### config.mk
export PLATFORM = sky130hd
export DESIGN_NAME = scnn_sparse_encoder_flat
export DESIGN_NICKNAME = d
export VERILOG_FILES = /design/src/rtl/scnn_sparse_encoder_if.sv /design/src/rtl/scnn_sparse_encoder.sv /design/src/flat_wrapper.sv
export SDC_FILE = /design/constraint.sdc
export NUM_CORES = 1
export LEC_CHECK = 0
export CORE_ASPECT_RATIO = 0.75
export CORE_UTILIZATION = 25
export CTS_CLUSTER_DIAMETER = 40
export DETAILED_ROUTE_END_ITERATION = 16
export SETUP_SLACK_MARGIN = 0.2
export SYNTH_ARGS = -nofsm -noshare
export SYNTH_HDL_FRONTEND = slang
export SYNTH_SLANG_ARGS = --single-unit
### constraint.sdc
create_clock -name clk -period 4.62 [get_ports clk]
set_clock_uncertainty 0.05 [all_clocks]
set_input_delay 0.693 -clock clk [delete_from_list [all_inputs] [get_ports clk]]
set_output_delay 0.693 -clock clk [all_outputs]
set_load 0.005 [all_outputs]
### src/rtl/scnn_sparse_encoder_if.sv
// Dense-in / sparse-out handshake bundle for scnn_sparse_encoder.
// master drives the dense stream and accepts groups; slave is the encoder.
interface scnn_sparse_encoder_if #(
   parameter int unsigned DATA_W = 8,
   parameter int unsigned IDX_W  = 4,
   parameter int unsigned VEC    = 4
) ();

   logic                       in_valid;
   logic                       in_ready;
   logic [DATA_W-1:0]          in_data;
   logic                       in_last;
   logic                       out_valid;
   logic                       out_ready;
   logic [VEC*DATA_W-1:0]      out_val;
   logic [VEC*IDX_W-1:0]       out_idx;
   logic [$clog2(VEC+1)-1:0]   out_count;
   logic                       out_last;

   modport master (
      output in_valid, in_data, in_last, out_ready,
      input  in_ready, out_valid, out_val, out_idx, out_count, out_last
   );

   modport slave (
      input  in_valid, in_data, in_last, out_ready,
      output in_ready, out_valid, out_val, out_idx, out_count, out_last
   );

endinterface

### src/rtl/scnn_sparse_encoder.sv
// Packs a dense element stream into groups of VEC non-zero values with zero-run indices.
// Staging collects one group while the output register presents the previous one.
module scnn_sparse_encoder #(
   parameter int unsigned DATA_W = 8,
   parameter int unsigned IDX_W  = 4,
   parameter int unsigned VEC    = 4
) (
   input logic                  clk,
   input logic                  rst_n,
   scnn_sparse_encoder_if.slave bus_io
);

   localparam int unsigned CntW = $clog2(VEC + 1);
   localparam logic [IDX_W-1:0] MaxRun = '1;

   typedef enum logic [0:0] {StAccum, StHold} state_e;

   state_e                         state_q;
   logic                           in_ready_q;
   logic [IDX_W-1:0]               run_q;
   logic [VEC-1:0][DATA_W-1:0]     stg_val_q;
   logic [VEC-1:0][IDX_W-1:0]      stg_idx_q;
   logic [CntW-1:0]                stg_cnt_q;
   logic                           stg_last_q;
   logic                           out_valid_q;
   logic [VEC*DATA_W-1:0]          out_val_q;
   logic [VEC*IDX_W-1:0]           out_idx_q;
   logic [CntW-1:0]                out_cnt_q;
   logic                           out_last_q;

   logic                           accept;
   logic                           is_zero;
   logic                           append;
   logic                           close;
   logic                           out_free;
   logic [VEC-1:0][DATA_W-1:0]     grp_val;
   logic [VEC-1:0][IDX_W-1:0]      grp_idx;
   logic [CntW-1:0]                grp_cnt;

   always_comb begin
      accept   = bus_io.in_valid && in_ready_q;
      is_zero  = (bus_io.in_data == '0);
      // A zero on the closing element would only encode trailing zeros, so it never appends.
      append   = !is_zero || (run_q == MaxRun && !bus_io.in_last);
      out_free = !out_valid_q || bus_io.out_ready;
      grp_val  = stg_val_q;
      grp_idx  = stg_idx_q;
      grp_cnt  = stg_cnt_q;
      for (int unsigned i = 0; i < VEC; i++) begin
         if (accept && append && stg_cnt_q == CntW'(i)) begin
            grp_val[i] = bus_io.in_data;
            grp_idx[i] = is_zero ? MaxRun : run_q;
         end
      end
      if (accept && append) begin
         grp_cnt = stg_cnt_q + CntW'(1);
      end
      close = accept && (grp_cnt == CntW'(VEC) || bus_io.in_last);
   end

   always_ff @(posedge clk or negedge rst_n) begin
      if (!rst_n) begin
         state_q     <= StAccum;
         in_ready_q  <= 1'b1;
         run_q       <= '0;
         stg_val_q   <= '0;
         stg_idx_q   <= '0;
         stg_cnt_q   <= '0;
         stg_last_q  <= 1'b0;
         out_valid_q <= 1'b0;
         out_val_q   <= '0;
         out_idx_q   <= '0;
         out_cnt_q   <= '0;
         out_last_q  <= 1'b0;
      end else begin
         if (out_valid_q && bus_io.out_ready) begin
            out_valid_q <= 1'b0;
         end
         unique case (state_q)
            StAccum: begin
               if (accept) begin
                  run_q <= (bus_io.in_last || append) ? '0 : run_q + IDX_W'(1);
                  if (close && out_free) begin
                     out_valid_q <= 1'b1;
                     out_val_q   <= grp_val;
                     out_idx_q   <= grp_idx;
                     out_cnt_q   <= grp_cnt;
                     out_last_q  <= bus_io.in_last;
                     stg_val_q   <= '0;
                     stg_idx_q   <= '0;
                     stg_cnt_q   <= '0;
                  end else begin
                     stg_val_q <= grp_val;
                     stg_idx_q <= grp_idx;
                     stg_cnt_q <= grp_cnt;
                     if (close) begin
                        stg_last_q <= bus_io.in_last;
                        state_q    <= StHold;
                        in_ready_q <= 1'b0;
                     end
                  end
               end
            end
            StHold: begin
               // out_valid is necessarily high here; out_ready retires it and frees the slot.
               if (bus_io.out_ready) begin
                  out_valid_q <= 1'b1;
                  out_val_q   <= stg_val_q;
                  out_idx_q   <= stg_idx_q;
                  out_cnt_q   <= stg_cnt_q;
                  out_last_q  <= stg_last_q;
                  stg_val_q   <= '0;
                  stg_idx_q   <= '0;
                  stg_cnt_q   <= '0;
                  stg_last_q  <= 1'b0;
                  state_q     <= StAccum;
                  in_ready_q  <= 1'b1;
               end
            end
         endcase
      end
   end

   assign bus_io.in_ready  = in_ready_q;
   assign bus_io.out_valid = out_valid_q;
   assign bus_io.out_val   = out_val_q;
   assign bus_io.out_idx   = out_idx_q;
   assign bus_io.out_count = out_cnt_q;
   assign bus_io.out_last  = out_last_q;

endmodule
### src/flat_wrapper.sv
// flat-port wrapper written by rule: the top's interface ports become plain ports
module scnn_sparse_encoder_flat 
#(
   parameter int unsigned DATA_W = 8,
   parameter int unsigned IDX_W  = 4,
   parameter int unsigned VEC    = 4
)
  (clk, rst_n, bus_io_in_valid, bus_io_in_data, bus_io_in_last, bus_io_out_ready, bus_io_in_ready, bus_io_out_valid, bus_io_out_val, bus_io_out_idx, bus_io_out_count, bus_io_out_last);
  scnn_sparse_encoder_if #(.DATA_W(DATA_W), .IDX_W(IDX_W), .VEC(VEC)) bus_io_i ();
  input logic clk;
  input logic rst_n;
  input wire logic [$bits(bus_io_i.in_valid)-1:0] bus_io_in_valid;
  input wire logic [$bits(bus_io_i.in_data)-1:0] bus_io_in_data;
  input wire logic [$bits(bus_io_i.in_last)-1:0] bus_io_in_last;
  input wire logic [$bits(bus_io_i.out_ready)-1:0] bus_io_out_ready;
  output wire logic [$bits(bus_io_i.in_ready)-1:0] bus_io_in_ready;
  output wire logic [$bits(bus_io_i.out_valid)-1:0] bus_io_out_valid;
  output wire logic [$bits(bus_io_i.out_val)-1:0] bus_io_out_val;
  output wire logic [$bits(bus_io_i.out_idx)-1:0] bus_io_out_idx;
  output wire logic [$bits(bus_io_i.out_count)-1:0] bus_io_out_count;
  output wire logic [$bits(bus_io_i.out_last)-1:0] bus_io_out_last;
  assign bus_io_i.in_valid = bus_io_in_valid;
  assign bus_io_i.in_data = bus_io_in_data;
  assign bus_io_i.in_last = bus_io_in_last;
  assign bus_io_i.out_ready = bus_io_out_ready;
  assign bus_io_in_ready = bus_io_i.in_ready;
  assign bus_io_out_valid = bus_io_i.out_valid;
  assign bus_io_out_val = bus_io_i.out_val;
  assign bus_io_out_idx = bus_io_i.out_idx;
  assign bus_io_out_count = bus_io_i.out_count;
  assign bus_io_out_last = bus_io_i.out_last;
  scnn_sparse_encoder #(.DATA_W(DATA_W), .IDX_W(IDX_W), .VEC(VEC)) u_core (.clk(clk), .rst_n(rst_n), .bus_io(bus_io_i));
endmodule
== Yosys cells after proc, flatten, opt, wreduce, memory -nomap -nowiden ==
Index checks and enable logic that the tools add are counted.
Operators by class
  add/sub/neg operators: 2
  eq/ne operators: 10
  muxes and demuxes: 59
  bitwise logic cells: 1
  reduce and logical (&&, ||, !) cells: 23
Operators by type and width (number)
  two-way mux 32 bit: 6
  one-hot mux 32 bit (2 select lines): 2
  two-way mux 16 bit: 6
  one-hot mux 16 bit (2 select lines): 2
  two-way mux 8 bit: 4
  two-way mux 4 bit: 6
  two-way mux 3 bit: 7
  two-way mux 1 bit: 19
  one-hot mux 3 bit (2 select lines): 2
  logical AND 1 bit: 10
  one-hot mux 1 bit (2 select lines): 5
  zero test 8 bit: 1
  equality test 3 x 2 -> 1 bit, second input constant: 2
  != test 2 x 1 -> 1 bit, second input constant: 3
  adder 4 x 1 -> 4 bit, second input constant: 1
  equality test 4 bit, second input constant: 1
  logical OR 1 bit: 4
  != test 2 bit, second input constant: 2
  AND reduction 2 bit: 2
  AND reduction 4 bit: 1
  adder 3 x 1 -> 3 bit, second input constant: 1
  equality test 3 x 1 -> 1 bit, second input constant: 1
  equality test 3 bit, second input constant: 1
  zero test 1 bit: 3
  3 further kinds: 3
Storage, ports and cells
  bits in registers: 111
  input port bits: 13
  output and inout bits: 54

== Longest topological paths before layout ==
Gate-level depths: netlist of run 1.
  depth in word-level cells: 12
  gate-level depth with buffers: 9

== Least setup slack after synthesis of run 1 ==
Ideal clock, no wire load.
  path type: input port to flip-flop
  from: input bus_io_in_data[2]
  to: register u_core.out_val_q[6] (netlist: u_core.bus_io.out_val[6])
  library setup time: 0.125 ns
  data arrival time: 2.700 ns
  setup slack: 1.745 ns
  cell stages on the path: 6
  buffers on the path: 2
  cell sequence: clkbuf_1 -> nor4_4 -> a311oi_1 -> clkbuf_1 -> mux2_2 -> mux2_4
On the way
  cells in the longest elaborated chain, start to end: 11
RTL lines
  start, declared: line flat_wrapper.sv:13  | input wire logic [$bits(bus_io_i.in_data)-1:0] bus_io_in_data;
  zero test 8 bit *: line scnn_sparse_encoder.sv:42  | is_zero = (bus_io.in_data == '0);
  zero test 1 bit *: line scnn_sparse_encoder.sv:44  | append = !is_zero || (run_q == MaxRun && !bus_io.in_last);
  logical OR 1 bit *: line scnn_sparse_encoder.sv:44
  logical AND 1 bit *: line scnn_sparse_encoder.sv:50, scnn_sparse_encoder.sv:55
  two-way mux 3 bit: line scnn_sparse_encoder.sv:55  | if (accept && append) begin
  equality test 3 bit: line scnn_sparse_encoder.sv:58  | close = accept && (grp_cnt == CntW'(VEC) || bus_io.in_last);
  logical OR 1 bit: line scnn_sparse_encoder.sv:58
  logical AND 1 bit: line scnn_sparse_encoder.sv:58
  logical AND 1 bit: line scnn_sparse_encoder.sv:83  | if (close && out_free) begin
  != test 2 x 1 -> 1 bit (no source line)
  AND reduction 3 bit (no source line)
  end signal, assigned: line scnn_sparse_encoder.sv:85  | out_val_q <= grp_val;
  end signal, assigned: line scnn_sparse_encoder.sv:108  | out_val_q <= stg_val_q;
  end, declared: line scnn_sparse_encoder.sv:26  | logic [VEC*DATA_W-1:0] out_val_q;
Every way passes the cells marked *; elsewhere a longest branch is shown, timed or not. The select of a mux whose other input is x is not followed.
A chain may end at the register's enable or synchronous reset.

== Worst setup path after layout of run 1 ==
  from: input bus_io_in_data[4]
  to: register u_core.out_cnt_q[2] (netlist: u_core.bus_io.out_count[2])
On the way
  cells in the longest elaborated chain, start to end: 11
RTL lines
  zero test 8 bit *: line scnn_sparse_encoder.sv:42
  zero test 1 bit *: line scnn_sparse_encoder.sv:44
  logical OR 1 bit *: line scnn_sparse_encoder.sv:44
  logical AND 1 bit *: line scnn_sparse_encoder.sv:55
  two-way mux 3 bit *: line scnn_sparse_encoder.sv:55
  equality test 3 bit: line scnn_sparse_encoder.sv:58
  logical OR 1 bit: line scnn_sparse_encoder.sv:58
  logical AND 1 bit: line scnn_sparse_encoder.sv:58
  logical AND 1 bit: line scnn_sparse_encoder.sv:83
  != test 2 x 1 -> 1 bit (no source line)
  AND reduction 3 bit (no source line)
  end signal, assigned: line scnn_sparse_encoder.sv:87  | out_cnt_q <= grp_cnt;
  end signal, assigned: line scnn_sparse_encoder.sv:110  | out_cnt_q <= stg_cnt_q;
  end, declared: line scnn_sparse_encoder.sv:28  | logic [CntW-1:0] out_cnt_q;
Marked as above.

==> summary.txt, run 1 <==
Run status
  – Run status: complete, no violations

STA
  – Tmin final: roughly 3600 ps
  – Actual slew at the worst max-slew pin: ~1200 ps
  – FMAX: 0.281 GHz
  – RSZ-0062 raised after global routing: no
  – Final setup TNS: 0 ps
  – Final setup vio count: 0
  – Final Cycle Share: roughly 77%
  – Worst hold margin: approximately 400 ps
  – Fin. max-slew vios: 0
  – Max-slew headroom: between 10% and 20%
  – Final Hold Fails: 0

Die
  – Die width: approximately 170 um
  – Die Area: 21,600 um2
  – Ports: 67
  – Std-Cell Rows: 45
  – Initial Utilization: 25.8%
  – Core area: just over 20,000 um2
  – Die H: 128 um

Layout
  – Final #Nets: 483
  – Number of diodes: 0
  – Share of layout cells above drive strength 1: between 20% and 30%
  – Final Core Density: a little under a third
  – Area Growth Syn to Fin: 24.1%

Setup path
  – Startpoint of the worst-slack reg-to-reg timing path: u_core.stg_cnt_q[0]
  – R2r endpoint: u_core.bus_io.out_count[2]
  – Slowest cell delay on critical path: a little over 800 ps
  – Crit-path max FO: 52
  – Critical Path, Cell by Cell: clkdlybuf4s50_1 > nor4_4 > a31oi_1 > mux2_4 > o311a_4 > mux2_2
  – Crit. End Element: flop
  – Slowest-stage cell, CP: o311a_4
  – CP arrival: roughly 3800 ps
  – R2R Setup Slk: 1520 ps
  – FF-to-FF path depth: 6
  – Setup crit start kind: primary input
  – Worst setup path class: primary input to flop
  – Critical Path RT: 4810 ps

Route
  – Post-route ant nets: 0
  – DRT Pass-1 Iters: 5
  – Via count: ~3,500
  – Initial DRC count: 243
  – Vias per cell: 4.70
  – Routed wire per std cell: 17.6 um
  – Detailed Route WL: about 13,000 um
  – DRC viols: 0

Placed design
  – Post-DP HPWL: ~9200 um
  – Number of port buffers: 66
  – RePlAce Congestion: ~0.76

Logic synthesis
  – Syn Std Cell Area: 5250 um2
  – Net count after synthesis: approximately 420
  – Yosys Warn Count: 0
  – Register area share after synthesis: a little over half
  – Gate Count Post-Synth: slightly above 400
  – Distinct cells, synth: 42
  – Average size of a mapped cell: ~13 um2
  – FF+latch count, synth: 111

Clock tree
  – Post-CTS Setup Bufs: 0
  – Post-CTS Resized: 0
  – Clock insertion delay at the later pin of the skew report: 350 ps
  – TritonCTS Buffers: 9
  – CTS tree: built
  – Root buffer cell: clkbuf_16
  – Clk pin slew, worst setup/hold paths: 70 ps
  – # hold bufs at CTS: 0
  – Clock sinks: 111
  – Max Root-Sink Buffers: 2
  – H-tree depth: 3

Global route
  – Vias in the first global route: about 3,700
  – First-pass GRT wire length: roughly 21,000 um
  – Initial antenna violation count: 0
  – Total global routing overflow: 0
  – Maximum number of pins on one net before global-route repair: 72
  – Total GRT Usage: between 10% and 20%

Power and ir drop
  – PwrDens: a little under 500 nW/um2
  – Pleak: approximately 2.8 nW
  – Worst VDD drop: 0.197 mV

Run
  – MaxCap Viol Count: 0

Worst hold path
  – Worst hold path type: primary input to asynchronous set/reset pin
-- registers in the layout (all words and copies together), names as in the netlist, 3 cells and up --
signal,cells
u_core.stg_cnt_q,3
u_core.bus_io.out_val,32
u_core.stg_val_q,32
u_core.run_q,4
u_core.stg_idx_q,16
u_core.bus_io.out_count,3
u_core.bus_io.out_idx,16
-- per-layer routing --
layer  share of wire (%)  track usage (%)
met5                   0                0
met4                0.91             2.81
met3                 4.8             3.07
met2                  43             18.7
met1                  51             18.6
-- cell usage in the layout (no fill, tap or decap), drive strengths merged, types with 2 or more instances in the layout --
cell	n
buf	12
nor4	2
o2bb2ai	16
nor3	2
clkdlybuf4s50	65
ha	6
a21o	2
o21ai	17
inv	17
and2	8
bufinv	2
nand3	6
o31ai	2
mux2	74
and3	2
dfrtp	110
nor2	4
nor2b	2
a21oi	8
mux2i	13
clkbuf	11
a22o	32
nor3b	3
o22ai	9
o32a	4
nand2	23
nand2b	2
a31oi	2
-- Yosys cell counts, drive strengths merged --
master   count  area [um2]
nor2         4        15.0
nor2b        2        12.5
nand3b       1        7.51
and2         8        50.1
dfstp        1        26.3
inv         16        60.1
o2111ai      1        8.76
nand3        6        30.0
mux2        74         980
nor3b        3        22.5
o22ai        9        56.3
ha           6        75.1
o31a         1        8.76
or3          1        6.26
a221oi       1        8.76
a22o        32         280
o31ai        2        15.0
o21ai       17        85.1
nand2       23        86.3
a21o         2        15.0
nor3         2        10.0
nand4b       1        8.76
a32o         1        10.0
o2bb2ai     16         140
a21oi        8        40.0
clkbuf      18        67.6
a31oi        2        12.5
o311a        1        10.0
mux2i       13         130
dfrtp      110        2750
a311oi       1        8.76
and3         2        12.5
o32a         4        40.0
buf         11        93.8
xnor2        1        8.76
nor4         2        42.5
nand2b       2        12.5
-- critical path: cells and delay by family --
family                 cells  cell delay, ps
AOI/OAI and AO/OA          2            1090
muxes                      2             700
buffers and inverters      1             630
and+or+nand+nor            1             620
-- worst max-delay path by stage --
stage                 startpoint  cells past startpoint                    endpoint  slack, ps
6_report       bus_io_in_data[4]                      6  u_core.bus_io.out_count[2]       1060
5_1_grt        bus_io_in_data[4]                      6  u_core.bus_io.out_count[2]        880
4_1_cts        bus_io_in_data[4]                      6   u_core.bus_io.out_idx[15]       1050
3_5_place_dp   bus_io_in_data[4]                      6  u_core.bus_io.out_count[2]        680
3_3_place_gp   bus_io_in_data[4]                      6  u_core.bus_io.out_count[2]        810
2_1_floorplan  bus_io_in_data[2]                      6    u_core.bus_io.out_val[6]       1740
-- power by group --
part | total (W) | internal (W) | switching, W
logic | 0.00109 | 0.000610 | 0.000482
clock network | 0.000834 | 0.000477 | 0.000357
registers | 0.00131 | 0.00118 | 0.000133
total | 0.00324 | 0.00227 | 0.000972
-- logic make-up (layout without fill, tap and decap cells) --
kind of cell    count (synthesis)  count (layout)  share of synthesized area (%)
compound gates                 98              98                           14.1
xor+xnor                        1               1                          0.167
fa+ha+maj                       6               6                           1.43
buf+inv                        45             109                           4.22
flops                         111             111                           52.9
mux                            87              87                           21.1
simple gates                   57              57                           6.03
-- final cells by class --
class	instances	area (um2)
fillers	2062	13900
flip-flops and latches	111	2780
repair buffers	77	741
well taps	282	353
clock inverters	5	81.3
inverters	16	60.1
multi-input cells	249	2270
clock buffers	11	233
-- per-stage QoR --
step	setup WS (ps)	instance area [um2]	instances	total power [W]
final	1060	6510	751	0.00324
after global routing	880	6510	751	0.00342
after CTS	1050	6510	751	0.00328
after detailed placement	678	6200	735	0.00243
after global placement	809	6200	735	0.00240
after floorplan	1740	5250	405	0.00194
(Power assumes the default switching activity.)
==> run 2: changes to the inputs <==
==> constraint.sdc (replaced) <==
create_clock -name clk -period 3.25 [get_ports clk]
set_clock_uncertainty 0.05 [all_clocks]
set_input_delay 0.4875 -clock clk [delete_from_list [all_inputs] [get_ports clk]]
set_output_delay 0.4875 -clock clk [all_outputs]
set_load 0.005 [all_outputs]
==> summary.txt, run 2 (synthesis gave the netlist of run 1 again) <==
Run status
  – Run status: complete, no violations

Layout
  – Area occupied by multi-input gates: 2270 um2 (unchanged)
  – Most frequent cells in the layout: dfrtp_1 (110), clkdlybuf4s50_1 (65), mux2_4 (39), mux2_2 (35), a22o_1 (32)
  – Final instance area: 6640 um2 (+2.0%)
  – Reg area: 2780 um2 (unchanged)
  – Number of diodes: 0 (unchanged)
  – Area Growth Syn to Fin: 26.5%
  – Final Core Density: 32.6% (+0.64 points)
  – Most common cell after layout, fill and taps aside: dfrtp_1
  – Fillers: 2,037 (-1.2%)
  – Share of layout cells above drive strength 1: 24.7% (+2.3 points)
  – Final #Nets: 496 (+2.7%)

Setup path
  – Setup crit start kind: flop
  – Worst setup path class: flop to flop
  – CP arrival: 3010 ps (-740 ps)
  – Crit. End Element: flop
  – Crit-path max FO: 39 (-25%)
  – Critical Path RT: 3430 ps (-1380 ps)

Die
  – Ports: 67 (unchanged)
  – Die H: 128 um (unchanged)
  – Core area: 20,400 um2 (unchanged)
  – Std-Cell Rows: 45 (unchanged)
  – Die width: 169 um (unchanged)
  – Initial Utilization: 25.8% (unchanged)
  – Die Area: 21,600 um2 (unchanged)

Route
  – Detailed Route WL: 13,200 um (about the same)
  – Vias per cell: 4.60 (-2.0%)
  – DRT Pass-1 Iters: 4 (-1)
  – Via count: 3,515 (-0.34%)
  – Met3 WL: 823 um (+31%)
  – Highest routed layer: met4
  – Initial DRC count: 234 (-3.7%)
  – Met2 WL post-DR: 5590 um (-2.2%)
  – Post-route ant nets: 0 (unchanged)
  – Routed wire per std cell: 17.2 um (-1.8%)
  – DRC viols: 0 (unchanged)
  – Routed length on met1: 6700 um (-0.18%)

STA
  – RSZ-0062 raised after global routing: no
  – Fin. max-slew vios: 0 (unchanged)
  – Max-slew headroom: 44.8% (+27 points)
  – Tmin final: 2830 ps
  – Final setup TNS: 0 ps (unchanged)
  – Final Cycle Share: 87.2%
  – Final Hold Fails: 0 (unchanged)
  – FMAX: around 0.35 GHz
  – Final setup vio count: 0 (unchanged)
  – Actual slew at the worst max-slew pin: 821 ps (-413 ps)

Power and ir drop
  – Pleak: 2.89 nW (+2.6%)
  – PwrDens: 699 nW/um2 (+41%)
  – Worst VDD drop: 0.257 mV (+30%)

Placed design
  – Number of port buffers: 66 (unchanged)
  – RePlAce Congestion: 0.804 (+6.4%)
  – Post-DP HPWL: 9450 um (+3.1%)
  – Placed cell area: 6320 um2 (+2.0%)

Clock tree
  – Max Root-Sink Buffers: 2 (unchanged)
  – Clock sinks: 111 (unchanged)
  – Post-CTS Setup Bufs: 0 (unchanged)
  – TritonCTS Buffers: 9 (unchanged)
  – # hold bufs at CTS: 0 (unchanged)
  – Root buffer cell: clkbuf_16
  – H-tree depth: 3 (unchanged)
  – Clk pin slew, worst setup/hold paths: 70 ps (about the same)
  – Clock insertion delay at the later pin of the skew report: 350 ps (about the same)
  – Post-CTS Resized: 0 (unchanged)
  – CTS tree: built

Global route
  – Total GRT Usage: 12.8% (+0.15 points)
  – Vias in the first global route: 3,683 (+0.71%)
  – Initial antenna violation count: 0 (unchanged)
  – First-pass GRT wire length: 21,200 um (+0.23%)
  – Maximum number of pins on one net before global-route repair: 64 (-11%)
  – Total global routing overflow: 0 (unchanged)

Run
  – MaxCap Viol Count: 0 (unchanged)

Worst hold path
  – Worst hold path type: primary input to asynchronous set/reset pin
## run 2: final timing paths
| check | start | endpoint | slack (ps) | cells past startpoint |
|---|---|---|---|---|
| min in group clk | u_core.stg_idx_q[8] | u_core.stg_idx_q[8] | 440 | 1 |
| worst max-delay path | u_core.run_q[1] | u_core.bus_io.out_val[29] | 420 | 7 |
| worst min-delay path | rst_n | u_core.bus_io.out_idx[9] | 100 | 1 |
| worst max register to register | u_core.run_q[1] | u_core.bus_io.out_val[29] | 420 | 7 |
| max in group asynchronous | rst_n | u_core.bus_io.in_ready | 2260 | 2 |
| worst min register to register | u_core.stg_idx_q[8] | u_core.stg_idx_q[8] | 440 | 1 |
## run 2: cell type report
type,instances,area share [%]
sequential,111,41.8
multi-input combinational,249,34.1
timing repair buffer,90,13.0
tap,282,5.31
clock buffer,10,3.45
clock inverter,6,1.39
inverter,16,0.904
## run 2: power by group
part	switching (W)	internal, W	leakage, nW
sequential	0.000191	0.00168	1.52
combinational	0.000677	0.000899	1.22
clock	0.000521	0.000681	0.149
## run 2: metal layers
| metal | global-route usage (%) | up-vias |
|---|---|---|
| met1 | 19.5 | 1769 |
| met3 | 3.07 | 6 |
| met4 | 2.86 | 0 |
| li1 | - | 1633 |
| met2 | 18.0 | 107 |
| met5 | 0 | - |
## run 2: metrics by stage
| stage | setup WS (ps) | hold WS [ps] | power, W | std cells |
|---|---|---|---|---|
| floorplan | 580 | 142 | 0.00276 | 405 |
| global placement | 245 | 419 | 0.00345 | 748 |
| global route | 285 | 145 | 0.00492 | 764 |
| CTS | 435 | 115 | 0.00470 | 764 |
| finish | 416 | 100 | 0.00464 | 764 |
| detailed placement | 211 | 425 | 0.00348 | 748 |
## run 2: critical path, stage by stage (launching register included)
cell,delay (ps)
dfrtp_1,520
ha_1,260
nand4b_1,220
a31oi_1,400
mux2_4,370
o311a_4,330
buf_12,210
mux2_4,320
